$ cat src/rtl/axi4l_regfile_sequencer.sv
// AXI4-Lite master that writes a seed-derived pattern to num_words registers,
// reads every word back, and records the index of the first failing transaction.
module axi4l_regfile_sequencer #(
  parameter int unsigned           data_width = 32,
  parameter int unsigned           addr_width = 5,
  parameter int unsigned           num_words  = 32,
  parameter logic [data_width-1:0] seed       = data_width'('hA5A50000)
) (
  input  logic                    ACLK,
  input  logic                    ARESETn,
  input  logic                    start,
  output logic                    busy,
  output logic                    done,
  output logic                    error,
  output logic [addr_width-1:0]   err_addr,
  output logic                    AWVALID,
  input  logic                    AWREADY,
  output logic [addr_width-1:0]   AWADDR,
  output logic [2:0]              AWPROT,
  output logic                    WVALID,
  input  logic                    WREADY,
  output logic [data_width-1:0]   WDATA,
  output logic [data_width/8-1:0] WSTRB,
  input  logic                    BVALID,
  output logic                    BREADY,
  input  logic [1:0]              BRESP,
  output logic                    ARVALID,
  input  logic                    ARREADY,
  output logic [addr_width-1:0]   ARADDR,
  output logic [2:0]              ARPROT,
  input  logic                    RVALID,
  output logic                    RREADY,
  input  logic [data_width-1:0]   RDATA,
  input  logic [1:0]              RRESP
);

  // One extra index bit so num_words = 2**addr_width reaches its last word cleanly.
  localparam int unsigned      IDX_W    = addr_width + 1;
  localparam logic [IDX_W-1:0] LAST_IDX = IDX_W'(num_words - 1);

  typedef enum logic [2:0] {
    S_IDLE, S_AW, S_W, S_B, S_AR, S_R, S_DONE
  } state_t;

  state_t                state_q,    state_d;
  logic [IDX_W-1:0]      idx_q,      idx_d;
  logic                  busy_q,     busy_d;
  logic                  done_q,     done_d;
  logic                  error_q,    error_d;
  logic [addr_width-1:0] err_addr_q, err_addr_d;
  logic                  awvalid_q,  awvalid_d;
  logic                  wvalid_q,   wvalid_d;
  logic                  bready_q,   bready_d;
  logic                  arvalid_q,  arvalid_d;
  logic                  rready_q,   rready_d;
  logic [addr_width-1:0] awaddr_q,   awaddr_d;
  logic [addr_width-1:0] araddr_q,   araddr_d;
  logic [data_width-1:0] wdata_q,    wdata_d;
  logic                  fail;

  function automatic logic [data_width-1:0] pattern(input logic [IDX_W-1:0] i);
    return seed ^ data_width'(i);
  endfunction

  always_comb begin
    // NOTE: every variable written here gets a default first, so no path can infer a latch.
    state_d    = state_q;
    idx_d      = idx_q;
    error_d    = error_q;
    err_addr_d = err_addr_q;
    awaddr_d   = awaddr_q;
    araddr_d   = araddr_q;
    wdata_d    = wdata_q;
    fail       = 1'b0;

    unique case (state_q)
      S_IDLE, S_DONE: begin
        if (start) begin
          state_d    = S_AW;
          idx_d      = '0;
          error_d    = 1'b0;
          err_addr_d = '0;
        end
      end
      S_AW: if (awvalid_q && AWREADY) state_d = S_W;
      S_W:  if (wvalid_q && WREADY)   state_d = S_B;
      S_B: begin
        if (BVALID && bready_q) begin
          fail = (BRESP != 2'b00);
          if (idx_q == LAST_IDX) begin
            idx_d   = '0;
            state_d = S_AR;
          end else begin
            idx_d   = idx_q + IDX_W'(1);
            state_d = S_AW;
          end
        end
      end
      S_AR: if (arvalid_q && ARREADY) state_d = S_R;
      S_R: begin
        if (RVALID && rready_q) begin
          fail = (RRESP != 2'b00) || (RDATA != pattern(idx_q));
          if (idx_q == LAST_IDX) begin
            state_d = S_DONE;
          end else begin
            idx_d   = idx_q + IDX_W'(1);
            state_d = S_AR;
          end
        end
      end
      default: state_d = S_IDLE;
    endcase

    // Failures never abort; only the first one of a run records its index.
    if (fail) begin
      error_d = 1'b1;
      if (!error_q) err_addr_d = idx_q[addr_width-1:0];
    end

    // Outputs are registered, so they are decoded from the state being entered.
    awvalid_d = (state_d == S_AW);
    wvalid_d  = (state_d == S_W);
    bready_d  = (state_d == S_B);
    arvalid_d = (state_d == S_AR);
    rready_d  = (state_d == S_R);
    busy_d    = (state_d != S_IDLE) && (state_d != S_DONE);
    done_d    = (state_d == S_DONE);
    if (state_d == S_AW) awaddr_d = idx_d[addr_width-1:0];
    if (state_d == S_W)  wdata_d  = pattern(idx_d);
    if (state_d == S_AR) araddr_d = idx_d[addr_width-1:0];
  end

  // NOTE: non-blocking assignments make every flop sample pre-edge values, whatever the block order.
  always_ff @(posedge ACLK or negedge ARESETn) begin
    if (!ARESETn) begin
      state_q    <= S_IDLE;
      idx_q      <= '0;
      busy_q     <= 1'b0;
      done_q     <= 1'b0;
      error_q    <= 1'b0;
      err_addr_q <= '0;
      awvalid_q  <= 1'b0;
      wvalid_q   <= 1'b0;
      bready_q   <= 1'b0;
      arvalid_q  <= 1'b0;
      rready_q   <= 1'b0;
      awaddr_q   <= '0;
      araddr_q   <= '0;
      wdata_q    <= '0;
    end else begin
      state_q    <= state_d;
      idx_q      <= idx_d;
      busy_q     <= busy_d;
      done_q     <= done_d;
      error_q    <= error_d;
      err_addr_q <= err_addr_d;
      awvalid_q  <= awvalid_d;
      wvalid_q   <= wvalid_d;
      bready_q   <= bready_d;
      arvalid_q  <= arvalid_d;
      rready_q   <= rready_d;
      awaddr_q   <= awaddr_d;
      araddr_q   <= araddr_d;
      wdata_q    <= wdata_d;
    end
  end

  assign busy     = busy_q;
  assign done     = done_q;
  assign error    = error_q;
  assign err_addr = err_addr_q;
  assign AWVALID  = awvalid_q;
  assign AWADDR   = awaddr_q;
  assign AWPROT   = 3'b000;
  assign WVALID   = wvalid_q;
  assign WDATA    = wdata_q;
  assign WSTRB    = '1;
  assign BREADY   = bready_q;
  assign ARVALID  = arvalid_q;
  assign ARADDR   = araddr_q;
  assign ARPROT   = 3'b000;
  assign RREADY   = rready_q;

endmodule
$ cat config.mk
export PLATFORM = sky130hd
export DESIGN_NAME = axi4l_regfile_sequencer
export DESIGN_NICKNAME = d
export VERILOG_FILES = /design/src/rtl/axi4l_regfile_sequencer.sv
export SDC_FILE = /design/constraint.sdc
export NUM_CORES = 1
export LEC_CHECK = 0
export CAP_MARGIN = 5
export CORE_MARGIN = 3
export CORE_UTILIZATION = 45
export CTS_CLUSTER_DIAMETER = 100
export CTS_CLUSTER_SIZE = 8
export DETAILED_ROUTE_END_ITERATION = 12
export PLACE_DENSITY = 0.86
export SKIP_CTS_REPAIR_TIMING = 1
export SYNTH_ARGS = -nofsm -noshare
export SYNTH_HDL_FRONTEND = slang
export SYNTH_SLANG_ARGS = --single-unit
$ cat constraint.sdc
create_clock -name ACLK -period 3.49 [get_ports ACLK]
set_input_delay 0.349 -clock ACLK [delete_from_list [all_inputs] [get_ports ACLK]]
set_output_delay 0.349 -clock ACLK [all_outputs]
set_load 0.05 [all_outputs]
==> impl_metrics.ini, run 1 <==
[yosys]
synthFlopType = dfrtp_1
synth_edf_count = 0
netlist_area_um2 = 2390
synth_area_per_cell_um2 = 10.1
synth_cell_types = 58
async_reset_ff_share_pct = 100
yosys_register_bits = 39
synthCells = 237
synth_warnings = 0
yosysSeqAreaShare_pct = 40.8

[placed_design]
hpwl_mm = 4.53
place_congestion = 0.823
io_buffers = 80
dp_cells = 365
place_ws_ps = 795

[detailed_routing]
wl_per_cell_um = 15.7
drtAntennaViolNets = 0
viasPerCell = 5.31
wl_mm = 5.87
drtIter0Drc = 119
route.detailed.drc = 0
vias = 1982
drtPass1Iterations = 5

[worst_setup_path]
cp_max_fo = 8
crit_path_start = idx_q[0]
end_kind = flip-flop
crit_type = flip-flop to flip-flop
crit_arrival_ps = 2670
r2r_start = idx_q[0]
worstPathRequired_ps = 3670
start_kind = flip-flop

[finish]
final_common_cell = clkdlybuf4s50_1
fin_nets = 351
layout_common_cells = 79 x clkdlybuf4s50_1, 39 x dfrtp_1, 28 x conb_1
finalNonFillerCells = 373
antennaDiodeCount = 0
layout-drive-gt1-share_pct = 11.4
syn2layout_area_growth_pct = 32.0

[die]
die_width_um = 79.0
die_area_um2 = 6230
core_um2 = 4940
start_util_pct = 48.5
top_level_ports = 109
rows = 25
die_h_um = 79.0

[timing]
worst_pin_slew_ps = 838
max_slew_margin_pct = 44.2
setup_tns_ps = 0
finalMaxSlewViolations = 0
finClkSkew_ps = 4.69
finalHoldViolations = 0
fmax_mhz = 402
rsz0062_at_grt = false
period_share_pct = 71.3
setup_viol = 0
post-route-min-period_ps = 2490
layout_setup_ws_ps = 1000

[pwr]
vdd.ir_drop.worst_v = 0.000508
power_density_nw_per_um2 = 740
total_leakage_power_nw = 1.44

[cts]
htree_levels = 2
clock-sinks = 39
cts.reportedPaths.clkPinSlew_ps = 80
worst_skew_pair.late_latency_ps = 290
clock_path_buffers = 2
numCtsBuffers = 5
cts_root_buf = clkbuf_8
cts_tree = done

[worst_hold_path]
hold_class = primary input to asynchronous set/reset pin

[global_route]
grt_pass1_wl_mm = 9.42
grt_max_degree = 40
overflow = 0
grt_pass1_vias = 1972
antenna_found_initial = 0
track_usage_pct = 19.0

[run]
drv_cap = 0

[outcome]
outcome = finished clean
synthesized netlist by cell type (2+ instances only):
cell | count | area, µm²
a21boi_2 | 2 | 22.5
nand3_1 | 8 | 40.0
conb_1 | 2 | 7.51
buf_6 | 3 | 33.8
mux2_2 | 3 | 33.8
a31oi_1 | 2 | 12.5
nor4b_1 | 2 | 17.5
buf_2 | 2 | 10.0
inv_2 | 2 | 7.51
or3_1 | 6 | 37.5
clkbuf_1 | 2 | 7.51
nand2b_1 | 4 | 25.0
nand4_1 | 5 | 31.3
nand3b_1 | 2 | 15.0
nor3_1 | 3 | 15.0
ha_1 | 2 | 25.0
xnor2_1 | 4 | 35.0
buf_4 | 37 | 278
o21ai_0 | 8 | 40.0
mux2_4 | 11 | 165
nor4_1 | 3 | 18.8
mux2_1 | 2 | 22.5
dfrtp_1 | 39 | 976
a21oi_1 | 11 | 55.1
o311ai_0 | 5 | 43.8
nand2_1 | 14 | 52.6
xor2_1 | 3 | 26.3
nor2_1 | 10 | 37.5
inv_1 | 11 | 41.3
sequential cells by signal (all words and copies together), names as in the netlist, 3 cells and up:
name      count
AWADDR        5
err_addr      5
ARADDR        5
idx_q         6
state_q       3
WDATA         7
kinds of logic after synthesis:
family	synth area share, %
AND/OR/NAND/NOR	17.9
flip-flops	40.8
buffers and inverters	15.9
other	0.314
XOR/XNOR	2.56
multiplexers	9.25
adder cells (fa/ha/maj)	1.04
AO/OA/AOI/OAI	12.3
critical path, stage by stage (launching register included):
cell,delay [ps]
dfrtp_1,440
ha_1,270
nand2_2,110
nor3_4,290
inv_2,120
a21oi_1,240
o21ai_2,130
nand2b_1,380
mux2_4,390
cell type report:
cell class,instances,area (µm²)
flip-flops and latches,39,976
clock buffers,6,82.6
multi-input cells,166,1130
well taps,67,83.8
repair buffers,80,796
fillers,382,1780
clock inverters,2,38.8
inverters,13,48.8
final timing paths:
kind / endpoint / slack [ps] / cells after the start
worst max-delay path: WDATA[5] / 1000 / 8
worst min-delay path: AWADDR[3] / 160 / 1
worst max register to register: WDATA[5] / 1000 / 8
worst min register to register: AWADDR[2] / 500 / 1
max in group asynchronous: err_addr[2] / 2820 / 1
min in group ACLK: AWADDR[2] / 500 / 1
per-layer routing:
layer,global-route usage [%],wire length [µm],vias to the layer above
met3,4.99,471,11
met1,23.0,2280,943
met2,33.6,3050,115
li1,-,-,913
met5,0,0,-
met4,4.81,68,0
through the flow:
step                area [µm²]  hold slack (ps)  power, W  utilization [%]
finish                    3160              156   0.00234             63.9
global route              3160              211   0.00247             63.9
CTS                       3160              181   0.00234             63.9
detailed placement        3040              480   0.00193             61.5
global placement          3040              483   0.00189             61.5
floorplan                 2490             53.4   0.00163                -
power breakdown:
| group | switching [W] | leakage, nW | internal [W] |
|---|---|---|---|
| registers | 0.000149 | 0.497 | 0.000558 |
| clock network | 0.000171 | 0.0618 | 0.000235 |
| logic | 0.000768 | 0.885 | 0.000458 |
| total | 0.00109 | 1.44 | 0.00125 |
(Power assumes the default switching activity.)
==> run 2, diff against run 1 <==
Settings changed: CORE_UTILIZATION 45 to 42, PLACE_DENSITY 0.86 to 0.81.
Clock period 3.49 ns to 2.3 ns, I/O delays scaled along.
==> run 2 against run 1 <==
Sequential share of layout area fell by 1.2 points. Routed wire length shrank 1.3%. Flip-flop and latch count did not move. Critical path depth up 1. Cell count increased by 4.0%. Core utilization decreased by 1.8 points.
==> impl_metrics.ini, run 2 (synthesis gave the netlist of run 1 again) <==
[die]
top_level_ports = 109
start_util_pct = 45.2
die_h_um = 81.5
core_um2 = 5300
die_width_um = 81.5
rows = 26
die_area_um2 = 6640

[placed_design]
dp_cells = 380
hpwl_mm = 4.47
place_area_um2 = 3160
place_congestion = 0.799
io_buffers = 80

[worst_setup_path]
worstPathRequired_ps = 2490
cp_max_fo = 7
cpPeakStageDelay_ps = 350
crit_arrival_ps = 2340
path_buf_inv = 2
crit_type = flip-flop to flip-flop
r2r_start = idx_q[0]
r2r-end = WDATA[0]
r2r_setup_slack_ps = 150
end_kind = flip-flop
cp_slowest_cell = dfrtp_1
r2r_cells = 9
crit_chain = ha_1 -> nand2_2 -> nor3_4 -> inv_2 -> a21oi_1 -> o21ai_2 -> nand2b_1 -> buf_12 -> mux2_4
start_kind = flip-flop
critPathTopFamily = simple AND/OR/NAND/NOR gates

[global_route]
grt_pass1_wl_mm = 8.96
overflow = 0
grt_pass1_vias = 1950
track_usage_pct = 17.7
grt_max_degree = 40
antenna_found_initial = 0

[finish]
syn2layout_area_growth_pct = 37.7
finalNonFillerCells = 388
final-seq-area_um2 = 978
largest_register_ffs = 7
antennaDiodeCount = 0
layout_common_cells = 79 x clkdlybuf4s50_1, 37 x dfrtp_1, 28 x conb_1
multi_input_area_um2 = 1140
fill_cells = 440
final_common_cell = clkdlybuf4s50_1
fin_nets = 363
layout-drive-gt1-share_pct = 15.4
final_core_util_pct = 62.2
finish.instance_area_um2 = 3300

[detailed_routing]
vias = 2002
dr_wl_met3_um = 747
drtAntennaViolNets = 0
drtIter0Drc = 121
route.detailed.drc = 0
drtPass1Iterations = 6
wl_met1_mm = 2.28
wl_mm = 5.79
highest_layer = met4
wl_per_cell_um = 14.9
viasPerCell = 5.16
met2_length_mm = 2.71

[timing]
finalHoldViolations = 0
worst_pin_slew_ps = 839
period_share_pct = 93.6
holdWs_ps = 27.3
fmax_mhz = 465
post-route-min-period_ps = 2150
max_slew_margin_pct = 44.1
finClkSkew_ps = 11.3
setup_viol = 0
finalMaxSlewViolations = 0
rsz0062_at_grt = false

[cts]
numCtsBuffers = 5
cts.reportedPaths.clkPinSlew_ps = 80
cts_tree = done
worst_skew_pair.late_latency_ps = 300
clock-sinks = 39
htree_levels = 2
cts_root_buf = clkbuf_8
clock_path_buffers = 2

[pwr]
power_density_nw_per_um2 = 1120
p_sw_share_pct = 44.5
pwr-share-comb_pct = 53.7
total_leakage_power_nw = 1.52
power.total_w = 0.00370
p_int_w = 0.00205
vdd.ir_drop.worst_v = 0.000652
pwr-share-seq_pct = 27.7
power_switching_w = 0.00165
p_clk_share_pct = 18.6

[run]
drv_cap = 0

[outcome]
outcome = finished clean

[worst_hold_path]
hold_class = primary input to asynchronous set/reset pin
run 2: cell types whose count changed in the layout (fill, tap and decap cells not counted), sizes merged:
cell / previous run / this run
buf: 1 / 13
inv: 14 / 13
bufinv: 1 / 2
run 2: power by group through the flow:
stage	Sequential [W]	Clock (W)	Combinational (W)
6_report	0.00102	0.000689	0.00199
3_5_place_dp	0.00103	0	0.00199
4_1_cts	0.00102	0.000697	0.00200
3_3_place_gp	0.00103	0	0.00195
5_1_grt	0.00105	0.000734	0.00213
2_1_floorplan	0.00140	0	0.00108
run 2: worst max-delay path by stage:
stage,from,endpoint,slack (ps),cells past startpoint
after global placement,RDATA[15],err_addr[0],20,7
after floorplan,RREADY,ARADDR[0],170,9
after CTS,state_q[2],err_addr[0],50,6
after detailed placement,RDATA[15],err_addr[0],-30,7
final,idx_q[0],WDATA[0],150,9
after global routing,idx_q[0],WDATA[5],8,9
run 2: final cells by class:
| class | instances | area share, % |
|---|---|---|
| clock buffer | 6 | 2.20 |
| inverter | 13 | 1.48 |
| timing repair buffer | 92 | 27.6 |
| clock inverter | 2 | 1.82 |
| tap | 70 | 2.66 |
| sequential | 39 | 29.7 |
| multi-input combinational | 166 | 34.5 |
run 2: layer usage:
| layer | global-route usage, % | vias up |
|---|---|---|
| li1 | - | 933 |
| met1 | 20.2 | 960 |
| met2 | 29.9 | 102 |
| met3 | 8.00 | 7 |
| met4 | 4.73 | 0 |
| met5 | 0 | - |
run 2: metrics by stage:
stage	setup TNS [ps]	setup WS [ps]
2_1_floorplan	0	167
3_3_place_gp	0	23.2
3_5_place_dp	-74.6	-31.9
4_1_cts	0	54.3
5_1_grt	0	7.75
6_report	0	148
==> run 3, diff against run 2 <==
Settings changed: SKIP_CTS_REPAIR_TIMING 1 to unset.
==> results of run 3 <==
No change in the layout: final DEF, timing and power equal those of run 2.
